**config.mk**
```make
export PLATFORM = sky130hd
export DESIGN_NAME = chain_encoder
export DESIGN_NICKNAME = d
export VERILOG_FILES = /design/src/rtl/chain_encoder.sv
export SDC_FILE = /design/constraint.sdc
export NUM_CORES = 1
export LEC_CHECK = 0
export BUFFER_PORTS_ARGS = -buffer_cell sky130_fd_sc_hd__clkbuf_2
export CORE_MARGIN = 5
export CORE_UTILIZATION = 46
export DETAILED_ROUTE_END_ITERATION = 10
export PLACE_DENSITY = 0.76
export SLEW_MARGIN = 20
export SYNTH_ARGS = -nofsm -noshare
export SYNTH_HDL_FRONTEND = slang
export SYNTH_SLANG_ARGS = --single-unit
```
**constraint.sdc**
```tcl
create_clock -name clk -period 3.39 [get_ports clk]
set_input_delay 0.5085 -clock clk [delete_from_list [all_inputs] [get_ports clk]]
set_output_delay 0.5085 -clock clk [all_outputs]
set_load 0.1 [all_outputs]
```
**src/rtl/chain_encoder.sv**
```systemverilog
// chain_encoder: raster-scans a 64x64 binary image, then traces the outer
// boundary of the first object found (Moore neighbour tracing) and emits
// Freeman chain codes through a valid/ready handshake.
//
// Ports
//   clk, reset        rising-edge clock, asynchronous active-high reset
//   start             one-cycle pulse, honoured only in IDLE or DONE
//   pix_rd_en         image memory read strobe
//   pix_addr[11:0]    {row[5:0], col[5:0]}
//   pix_data          pixel, valid one cycle after pix_rd_en (1 = object)
//   code[7:0]         Freeman direction 0..7, zero-extended
//   code_valid        code is valid; consumed on code_valid & code_ready
//   code_ready        consumer ready
//   perimeter[8:0]    number of codes emitted
//   area[11:0]        count of 1-pixels (saturating)
//   start_x, start_y  row / col of first 1-pixel in raster order
//   done, error       completion flags; error on empty image or perimeter overflow
module chain_encoder #(
    parameter int MAX_PERIM = 511
) (
    input  logic        clk,
    input  logic        reset,
    input  logic        start,
    output logic        pix_rd_en,
    output logic [11:0] pix_addr,
    input  logic        pix_data,
    output logic [7:0]  code,
    output logic        code_valid,
    input  logic        code_ready,
    output logic [8:0]  perimeter,
    output logic [11:0] area,
    output logic [5:0]  start_x,
    output logic [5:0]  start_y,
    output logic        done,
    output logic        error
);

    typedef enum logic [2:0] {IDLE, SCAN, TRACE_RD, TRACE_CHK, EMIT, DONE} state_t;

    localparam logic [8:0] PMAX = 9'(MAX_PERIM);

    state_t      state;
    logic [2:0]  d;          // direction of the last move
    logic [2:0]  k;          // direction currently being probed
    logic [2:0]  n;          // probes already done in this search
    logic [5:0]  cur_r, cur_c;
    logic [5:0]  nr, nc;     // neighbour under test
    logic        oob;        // neighbour under test lies outside the image
    logic        chk_vld;    // scan read data is valid this cycle
    logic [11:0] chk_addr;   // address that pix_data belongs to during scan
    logic        found;

    // Search starts just past the backtrack position of the previous move.
    function automatic logic [2:0] first_dir(input logic [2:0] dir);
        return dir[0] ? dir + 3'd6 : dir + 3'd7;
    endfunction

    // Returns {in_range, row, col} of the neighbour of (r,c) in direction dir.
    function automatic logic [12:0] step(input logic [5:0] r, input logic [5:0] c,
                                         input logic [2:0] dir);
        logic [7:0] dr, dc, rr, cc;
        dr = 8'd0;
        dc = 8'd0;
        case (dir)
            3'd0: begin dr = 8'd0;  dc = 8'd1;  end
            3'd1: begin dr = 8'hFF; dc = 8'd1;  end
            3'd2: begin dr = 8'hFF; dc = 8'd0;  end
            3'd3: begin dr = 8'hFF; dc = 8'hFF; end
            3'd4: begin dr = 8'd0;  dc = 8'hFF; end
            3'd5: begin dr = 8'd1;  dc = 8'hFF; end
            3'd6: begin dr = 8'd1;  dc = 8'd0;  end
            3'd7: begin dr = 8'd1;  dc = 8'd1;  end
        endcase
        rr = {2'b00, r} + dr;
        cc = {2'b00, c} + dc;
        // -1 wraps to 0xFF and 64 sets bit 6, so any high bit means out of range
        return {(rr[7:6] == 2'b00) && (cc[7:6] == 2'b00), rr[5:0], cc[5:0]};
    endfunction

    logic        scan_end, found_now, hit, at_start, launch, p_in;
    logic [11:0] start_now;
    logic [5:0]  pr, pc, p_r, p_c;
    logic [2:0]  pk;

    // launch = begin a new probe at (pr,pc) in direction pk
    always_comb begin
        scan_end  = chk_vld && (chk_addr == 12'hFFF);
        found_now = found || (chk_vld && pix_data);
        start_now = found ? {start_x, start_y} : chk_addr;
        hit       = !oob && pix_data;
        at_start  = (cur_r == start_x) && (cur_c == start_y);
        pr        = cur_r;
        pc        = cur_c;
        pk        = k + 3'd1;
        launch    = 1'b0;
        case (state)
            SCAN: begin
                pr     = start_now[11:6];
                pc     = start_now[5:0];
                pk     = first_dir(3'd7);
                launch = scan_end && found_now;
            end
            TRACE_CHK: launch = !hit && (n != 3'd7);
            EMIT: begin
                pk     = first_dir(d);
                launch = code_ready && !at_start;
            end
            default: ;
        endcase
        {p_in, p_r, p_c} = step(pr, pc, pk);
    end

    always_ff @(posedge clk or posedge reset) begin
        if (reset) begin
            state      <= IDLE;
            pix_rd_en  <= 1'b0;
            pix_addr   <= '0;
            code       <= '0;
            code_valid <= 1'b0;
            perimeter  <= '0;
            area       <= '0;
            start_x    <= '0;
            start_y    <= '0;
            done       <= 1'b0;
            error      <= 1'b0;
            d          <= '0;
            k          <= '0;
            n          <= '0;
            cur_r      <= '0;
            cur_c      <= '0;
            nr         <= '0;
            nc         <= '0;
            oob        <= 1'b0;
            chk_vld    <= 1'b0;
            chk_addr   <= '0;
            found      <= 1'b0;
        end else begin
            case (state)
                IDLE, DONE: begin
                    if (start) begin
                        state     <= SCAN;
                        area      <= '0;
                        perimeter <= '0;
                        done      <= 1'b0;
                        error     <= 1'b0;
                        start_x   <= '0;
                        start_y   <= '0;
                        found     <= 1'b0;
                        chk_vld   <= 1'b0;
                        pix_rd_en <= 1'b1;
                        pix_addr  <= '0;
                    end
                end
                SCAN: begin
                    // issue side runs one cycle ahead of the check side
                    chk_vld  <= pix_rd_en;
                    chk_addr <= pix_addr;
                    if (pix_rd_en) begin
                        if (pix_addr == 12'hFFF) pix_rd_en <= 1'b0;
                        else                     pix_addr  <= pix_addr + 12'd1;
                    end
                    if (chk_vld && pix_data) begin
                        if (area != 12'hFFF) area <= area + 12'd1;
                        if (!found) begin
                            found   <= 1'b1;
                            start_x <= chk_addr[11:6];
                            start_y <= chk_addr[5:0];
                        end
                    end
                    if (scan_end) begin
                        chk_vld <= 1'b0;
                        d       <= 3'd7;
                        n       <= '0;
                        if (!found_now) begin
                            state <= DONE;
                            done  <= 1'b1;
                            error <= 1'b1;
                        end
                    end
                end
                TRACE_RD: begin
                    pix_rd_en <= 1'b0;
                    state     <= TRACE_CHK;
                end
                TRACE_CHK: begin
                    if (hit) begin
                        n <= '0;
                        if (perimeter == PMAX) begin
                            state <= DONE;
                            done  <= 1'b1;
                            error <= 1'b1;
                        end else begin
                            code       <= {5'd0, k};
                            code_valid <= 1'b1;
                            d          <= k;
                            cur_r      <= nr;
                            cur_c      <= nc;
                            perimeter  <= perimeter + 9'd1;
                            state      <= EMIT;
                        end
                    end else if (n == 3'd7) begin
                        // isolated pixel: nothing to trace
                        state <= DONE;
                        done  <= 1'b1;
                    end else begin
                        n <= n + 3'd1;
                    end
                end
                EMIT: begin
                    if (code_ready) begin
                        code_valid <= 1'b0;
                        if (at_start) begin
                            state <= DONE;
                            done  <= 1'b1;
                        end
                    end
                end
                default: state <= IDLE;
            endcase

            // Out-of-range neighbours skip the read and resolve in TRACE_CHK.
            if (launch) begin
                k     <= pk;
                cur_r <= pr;
                cur_c <= pc;
                nr    <= p_r;
                nc    <= p_c;
                oob   <= !p_in;
                if (p_in) begin
                    state     <= TRACE_RD;
                    pix_rd_en <= 1'b1;
                    pix_addr  <= {p_r, p_c};
                end else begin
                    state <= TRACE_CHK;
                end
            end
        end
    end

endmodule

```
# == Word level (Yosys, flattened, before mapping) ==
# Memory sizes are Yosys's and may differ from the RTL's.
# Index checks and enable logic that the tools add are counted.
# classes
n_addsub,9
eq_ne,34
mux,79
bitwise,1
reduce_logical,38
# ops
operator,n
$mux W12,9
$mux W6,15
$pmux W12 S2,2
$mux W3,15
$mux W9,3
$ne A3 B3 Y1 const B,9
$add A12 B1 Y12 const B,2
$eq A12 B12 Y1 const B,2
$ne A2 B2 Y1 const B,12
$pmux W6 S2,2
$mux W1,21
$reduce_and A4 Y1,5
$pmux W3 S2,3
$pmux W9 S2,1
$add A6 B8 Y8,2
$pmux W3 S5,1
$eq A6 B6 Y1,2
$ne A12 B12 Y1 const B,1
$reduce_and A3 Y1,4
$reduce_and A6 Y1,2
$reduce_bool A2 Y1,6
$add A9 B1 Y9 const B,1
$eq A3 B3 Y1 const B,3
$eq A9 B9 Y1 const B,1
other kinds (19),37
# word_totals
register_bits,103
romBits,128
n_memories,1
# memory_table
memory,words,width,read_ports,rd_clocked_by_memory_dff,wr,line_no,source
(name not given),8,16,1,0,0,64,case (dir)

# == Logic depth before layout (Yosys ltp) ==
# Gate-level depths: netlist of the first run.
# An unclocked memory read counts as a cell.
# depth
ltp_word,9
depth_mapped,17
mapped_depth_nobuf,14

# == Least setup slack after synthesis of the first run ==
# No wires, ideal clock.
# synth_timing
path_type,reg-to-reg
start,register state[2]
end,register pix_addr[10]
t_arrival_ps,3429
required_time_ps,3265
slack_ps,-164
stages_incl_launch_ff,18
path_buffers,4
period_less_slack_ps,3554
cell_sequence,dfrtp_1 buf_4 nor3b_4 clkbuf_1 buf_1 nor2_1 a21oi_1 ha_1 inv_1 fa_1 inv_1 a21oi_1 o21ai_0 nor3_1 a21oi_1 nand4b_4 buf_6 mux2_4
# synth_between
elab_chain_len,8
# synth_lines
element,line_no,source
start: declaration,42,state_t state;
start signal: assignment,115,state <= IDLE;
start signal: assignment,141,state <= SCAN;
start signal: assignment,175,state <= DONE;
$eq A3 B3 Y1 or $eq A3 B1 Y1 (tied branches),"96, 138",
$pmux W3 S2,96,case (state)
$mem_v2 Z8 W16,-,
"$add A6 B8 Y8, on equally long branches","74, 75",
$logic_not A2 Y1,77,"return {(rr[7:6] == 2'b00) && (cc[7:6] == 2'b00), rr[5:0], cc[5:0]};"
$logic_and A1 B1 Y1,77,
$mux W12,229,if (p_in) begin
$mux W12 *,222,if (launch) begin
end signal: assignment,160,else pix_addr <= pix_addr + 12'd1;
end signal: assignment,232,"pix_addr <= {p_r, p_c};"
end: declaration,25,"output logic [11:0] pix_addr,"
# Mark *: on every way between the ends. The rest lies on a longest branch, timed or not.
# A chain may end at the register's enable or synchronous reset.

# == Final worst setup path of the first run ==
# layout_timing
start,register state[0]
end,register pix_addr[0]
# Same word-level chain as after synthesis.

==> metrics.txt, run 1 <==
crit-path max FO 7; R2R Setup Slk roughly 0.036 ns; Port-buffer cells 56; DRT Pass-1 Iters 6; Vias 5295; Post-Layout Cell Count 901; clock latency on the worst-skew pair about 0.35 ns; Total GRT Usage roughly a fifth; vias in the first global route 5071; Avg Vias per Cell 5.88; Synth Instances 647; core area 12600 um^2; diode count 0; Final ANT Viol Nets 0; Die H about 120 um; Worst-Margin Slew 0.937 ns; Die Area 15200 um^2; setup_tns 0 ns; WL per Instance 18.0 um; dpl cells 872; reg2reg path depth 14; CP Capture Type flop; fin crit period around 3.4 ns; global-route wire length before repair between 20000 and 30000 um; status complete, no violations; Starting Density a little under half; Final period util 98.9%; hold buffer count at CTS 0; reg2reg start state[0]; Worst EP arrival 3.59 ns; Final nets about 750; WP data required between 3 and 4 ns; Final Skew roughly 0.0052 ns; Avg Cell Area, Syn 9.12 um^2; ranking of synthesized cells by area dfrtp_1, nand2_1, o21ai_0, xnor2_1, mux2_2; synth cell count leaders nand2_1, dfrtp_1, o21ai_0; maximum clock rate 0.298 GHz; most common cell in the netlist nand2_1; H-tree levels 3; dpl ws -0.0826 ns; Startpoint Class flop; Final Core Density 55.6%; sequential cell area fraction in the yosys report 43.2%; Worst Path Class, Setup flop to flop; CTS tree built; post-synth design cell area 5900 um^2; drt total wl 16200 um; root buf cell clkbuf_16; gr ovfl total 0; final hold violation count 0; initial antenna violation count 0; Final setup violation count 0; Bufs on Longest Clock Path 2; Top Ports between 60 and 70; largest net degree at the start of global routing 55; GPL Wtd Cong 0.927; CTS buffer count 9; Final Worst Setup Slack 0.0362 ns; Post-synth EDFFs 0; maxcap violations 0; HP Class input port to async pin; Synth top area share 43.2%; layout cells sized above 1 22.6%; Layout area overhead 18.9%; Die X-Extent about 120 um; synthesis-stage register bit count 102; slew margin rel. a little under two fifths; Max Slew Vio Count 0; Yosys warnings 0; Yosys top cell by area dfrtp_1; drt initial violations 720; Sink Count 102; Clock transition at path regs around 0.07 ns; number of core rows 41; FILL cells 1080; Remaining DRCs 0; Final HPWL DP 11300 um; Post-synth top flop dfrtp_1; asr flop ratio synth 100%; FF-to-FF End pix_addr[0]; library cells used by synthesis 59
==> repair_timing <==
item / CTS / global route
cloned: 1 / 1
buffers inserted: 2 / 9
pin swaps: 5 / 6
gates resized for setup: 11 / 20
setup endpoints to repair: 10 / 18
==> placed cells by master (no fill, tap or decap), types with 14 or more instances in the layout <==
| master | instances |
|---|---|
| nand2_1 | 119 |
| nor2_1 | 43 |
| xnor2_1 | 24 |
| a22o_1 | 16 |
| nand3_1 | 17 |
| a21oi_1 | 34 |
| xor2_1 | 14 |
| nand4_1 | 14 |
| o21ai_0 | 45 |
| clkbuf_2 | 56 |
| mux2i_1 | 19 |
| dfrtp_1 | 101 |
| buf_4 | 40 |
==> final cells by class <==
cell class / instances / area [um^2] / area share [%]
sequential: 102 / 2550 / 36.4
multi-input combinational: 499 / 3290 / 46.9
clock buffer: 11 / 233 / 3.32
clock inverter: 5 / 33.8 / 0.481
inverter: 13 / 51.3 / 0.731
timing repair buffer: 99 / 637 / 9.07
tap: 172 / 215 / 3.07
==> how the worst max path moves through the flow <==
stage,startpoint,endpoint,slack (ns),cells past startpoint
6_report,state[0],pix_addr[0],0.04,14
4_1_cts,k[0],pix_addr[6],0.01,14
3_3_place_gp,state[2],pix_addr[10],0.04,14
3_5_place_dp,state[2],pix_addr[6],-0.08,14
2_1_floorplan,state[2],pix_addr[10],0.02,17
5_1_grt,state[0],pix_addr[1],-0.09,14
==> critical path: stages (launching register included) <==
cell	delay, ns
dfrtp_1	0.47
a21o_1	0.22
o21a_1	0.23
or2_4	0.26
and2_2	0.21
inv_1	0.19
fa_1	0.27
inv_1	0.06
a21oi_1	0.19
buf_4	0.17
nor4_2	0.04
a21oi_2	0.20
buf_4	0.17
nand4b_4	0.20
mux2_4	0.36
==> cells by family (layout without fill, tap and decap cells) <==
kind of cell             Yosys count  after routing  share of synthesized area [%]
AND/OR/NAND/NOR                  253            254                           20.1
XOR/XNOR                          39             39                           5.79
flip-flops                       102            102                           43.2
adder cells (fa/ha/maj)           16             16                           3.52
other                              1              5                         0.0635
AO/OA/AOI/OAI                    144            144                           15.6
multiplexers                      41             41                           7.59
buffers and inverters             51            128                           4.07
==> routing by layer <==
metal,wire [um],vias to the layer above,global-route usage (%),part of all wire [%]
met5,0,-,0,0
met4,454,0,7.82,2.8
met3,1270,55,4.21,7.8
met2,7730,281,34.6,48
met1,6760,2546,28.6,42
li1,-,2413,-,-
==> per-stage QoR <==
stage	cell area [um^2]	hold slack (ns)
after floorplan	5950	0.464
after global placement	6490	0.461
after detailed placement	6490	0.468
after CTS	6850	0.152
after global routing	7020	0.169
final	7020	0.132
==> state kept, by name, indices dropped and copies added, names as in the netlist, 2 cells and up <==
| name | cells |
|---|---|
| area | 12 |
| chk_addr | 12 |
| code | 3 |
| cur_c | 6 |
| cur_r | 6 |
| d | 2 |
| k | 3 |
| n | 3 |
| nc | 6 |
| nr | 6 |
| perimeter | 9 |
| pix_addr | 12 |
| start_x | 6 |
| start_y | 6 |
| state | 3 |
Power of run 1 is not shown: default switching activity piles up to over one toggle a cycle in this logic, so the estimate is an artifact.
==> inputs of run 2 (changes only) <==
--- a/config.mk
+++ b/config.mk
@@ -7,9 +7,9 @@
 export LEC_CHECK = 0
 export BUFFER_PORTS_ARGS = -buffer_cell sky130_fd_sc_hd__clkbuf_2
 export CORE_MARGIN = 5
-export CORE_UTILIZATION = 46
+export CORE_UTILIZATION = 45
 export DETAILED_ROUTE_END_ITERATION = 10
-export PLACE_DENSITY = 0.76
+export PLACE_DENSITY = 0.75
 export SLEW_MARGIN = 20
 export SYNTH_ARGS = -nofsm -noshare
 export SYNTH_HDL_FRONTEND = slang
==> run 2 against run 1 <==
Global-route usage shrank 1.6 points; sequential share of layout area grew 0.12 points; cell count shrank 0.44%; critical path depth is the same; count of clock-buffer cells in the layout shrank 2; maximum frequency grew 2.1%; die area grew 2.0%; sequential cell count is the same; setup slack gained 0.069 ns.
==> metrics.txt, run 2 (synthesized netlist as in run 1, its figures left out) <==
fin crit period roughly 3.3 ns; drt total wl 15700 um; maxcap violations 0; Avg Vias per Cell approximately 5.7; Max Slew Vio Count 0; Final Skew between 0.005 and 0.006 ns; Worst EP arrival approximately 3.5 ns; GR Layer Usage met1 between 20% and 30%; Die X-Extent 125 um; met2 Use GR 33.1%; CP Capture Type flop; global-route wire length before repair 25300 um; top flop regs area x12, chk_addr x12, pix_addr x12; commonest non-fill, non-tap cells in the layout nand2_1, dfrtp_1, clkbuf_2, o21ai_0, nor2_1; largest net degree at the start of global routing 60; number of core rows 41; GPL Wtd Cong around 0.92; dpl cells 874; initial antenna violation count 0; Die H 125 um; WP data required ~3.6 ns; Starting Density 46.4%; clock latency on the worst-skew pair 0.34 ns; root buf cell clkbuf_16; Die Area 15500 um^2; crit-path max FO 8; dpl ws -0.0562 ns; Final ANT Viol Nets 0; Post-Layout Cell Count approximately 900; drt initial violations 513; Final nets 741; status complete, no violations; Layout area overhead 18.5%; Port-buffer cells 56; Worst-Margin Slew 0.778 ns; WL per Instance 17.5 um; Vias 5131; Final HPWL DP ~11000 um; Clock transition at path regs 0.07 ns; vias in the first global route 4954; hold buffer count at CTS 0; gr ovfl total 0; Bufs on Longest Clock Path 2; diode count 0; Final period util 96.9%; Worst Path Class, Setup flop to flop; H-tree levels 3; Remaining DRCs 0; DRT Pass-1 Iters 5; Final setup violation count 0; Sink Count 102; Top Ports between 60 and 70; met3 usage 3.56%; commonest non-fill, non-tap cell in the layout nand2_1; Total GRT Usage 19.8%; gr busiest metal met2; Final Worst Setup Slack 0.106 ns; CTS tree built; hold slack final 0.285 ns; slew margin rel. between 40% and 50%; maximum clock rate 0.304 GHz; HP Class input port to async pin; Startpoint Class flop; CTS buffer count 9; Final Core Density 55.0%; final hold violation count 0; core area 12700 um^2; layout cells sized above 1 22.2%
## run 2: metal layers
metal | wire [um] | share of wire (%)
met3 | 933 | 5.9
met4 | 420 | 2.7
met5 | 0 | 0
met1 | 6600 | 42
met2 | 7730 | 49
## run 2: final cells by class
type | instances | area, um^2
Clock buffer | 9 | 225
Fill cell | 1099 | 5720
Multi-Input combinational cell | 499 | 3260
Tap cell | 172 | 215
Clock inverter | 7 | 97.6
Timing Repair Buffer | 95 | 597
Inverter | 13 | 51.3
Sequential cell | 102 | 2550
## run 2: repair_timing
action                                  CTS  global route
pin swaps                                 4             8
endpoints found under the setup margin    9            15
buffers inserted                          2             4
gates resized for setup                   8            21
gates cloned                              1             0
## run 2: per-stage QoR
| step | TNS [ns] | area, um^2 |
|---|---|---|
| 6_report | 0 | 7000 |
| 5_1_grt | -0.0519 | 7000 |
| 2_1_floorplan | 0 | 5950 |
| 3_3_place_gp | 0 | 6510 |
| 3_5_place_dp | -0.246 | 6510 |
| 4_1_cts | -0.00365 | 6910 |
## run 2: worst paths after layout
path	start	end	slack, ns	cells past startpoint
worst max-delay path	state[2]	pix_addr[0]	0.11	14
worst min-delay path	reset	area[10]	0.29	2
worst max register to register	state[2]	pix_addr[0]	0.11	14
worst min register to register	code_valid	code_valid	0.48	2
max in group asynchronous	reset	state[2]	2.29	3
min in group clk	code_valid	code_valid	0.48	2
## run 2: worst max-delay path: stages (launching register included)
cell and delay [ns]:
dfrtp_2 0.46, a21o_1 0.23, o21a_1 0.22, or2_4 0.25
and2_1 0.15, buf_4 0.16, ha_1 0.29, a21o_1 0.20
a21oi_2 0.16, o21ai_1 0.10, nor3_2 0.24, a21oi_2 0.06
buf_4 0.16, nand4b_4 0.18, mux2_4 0.32
Power of run 2 is left out for the same reason.
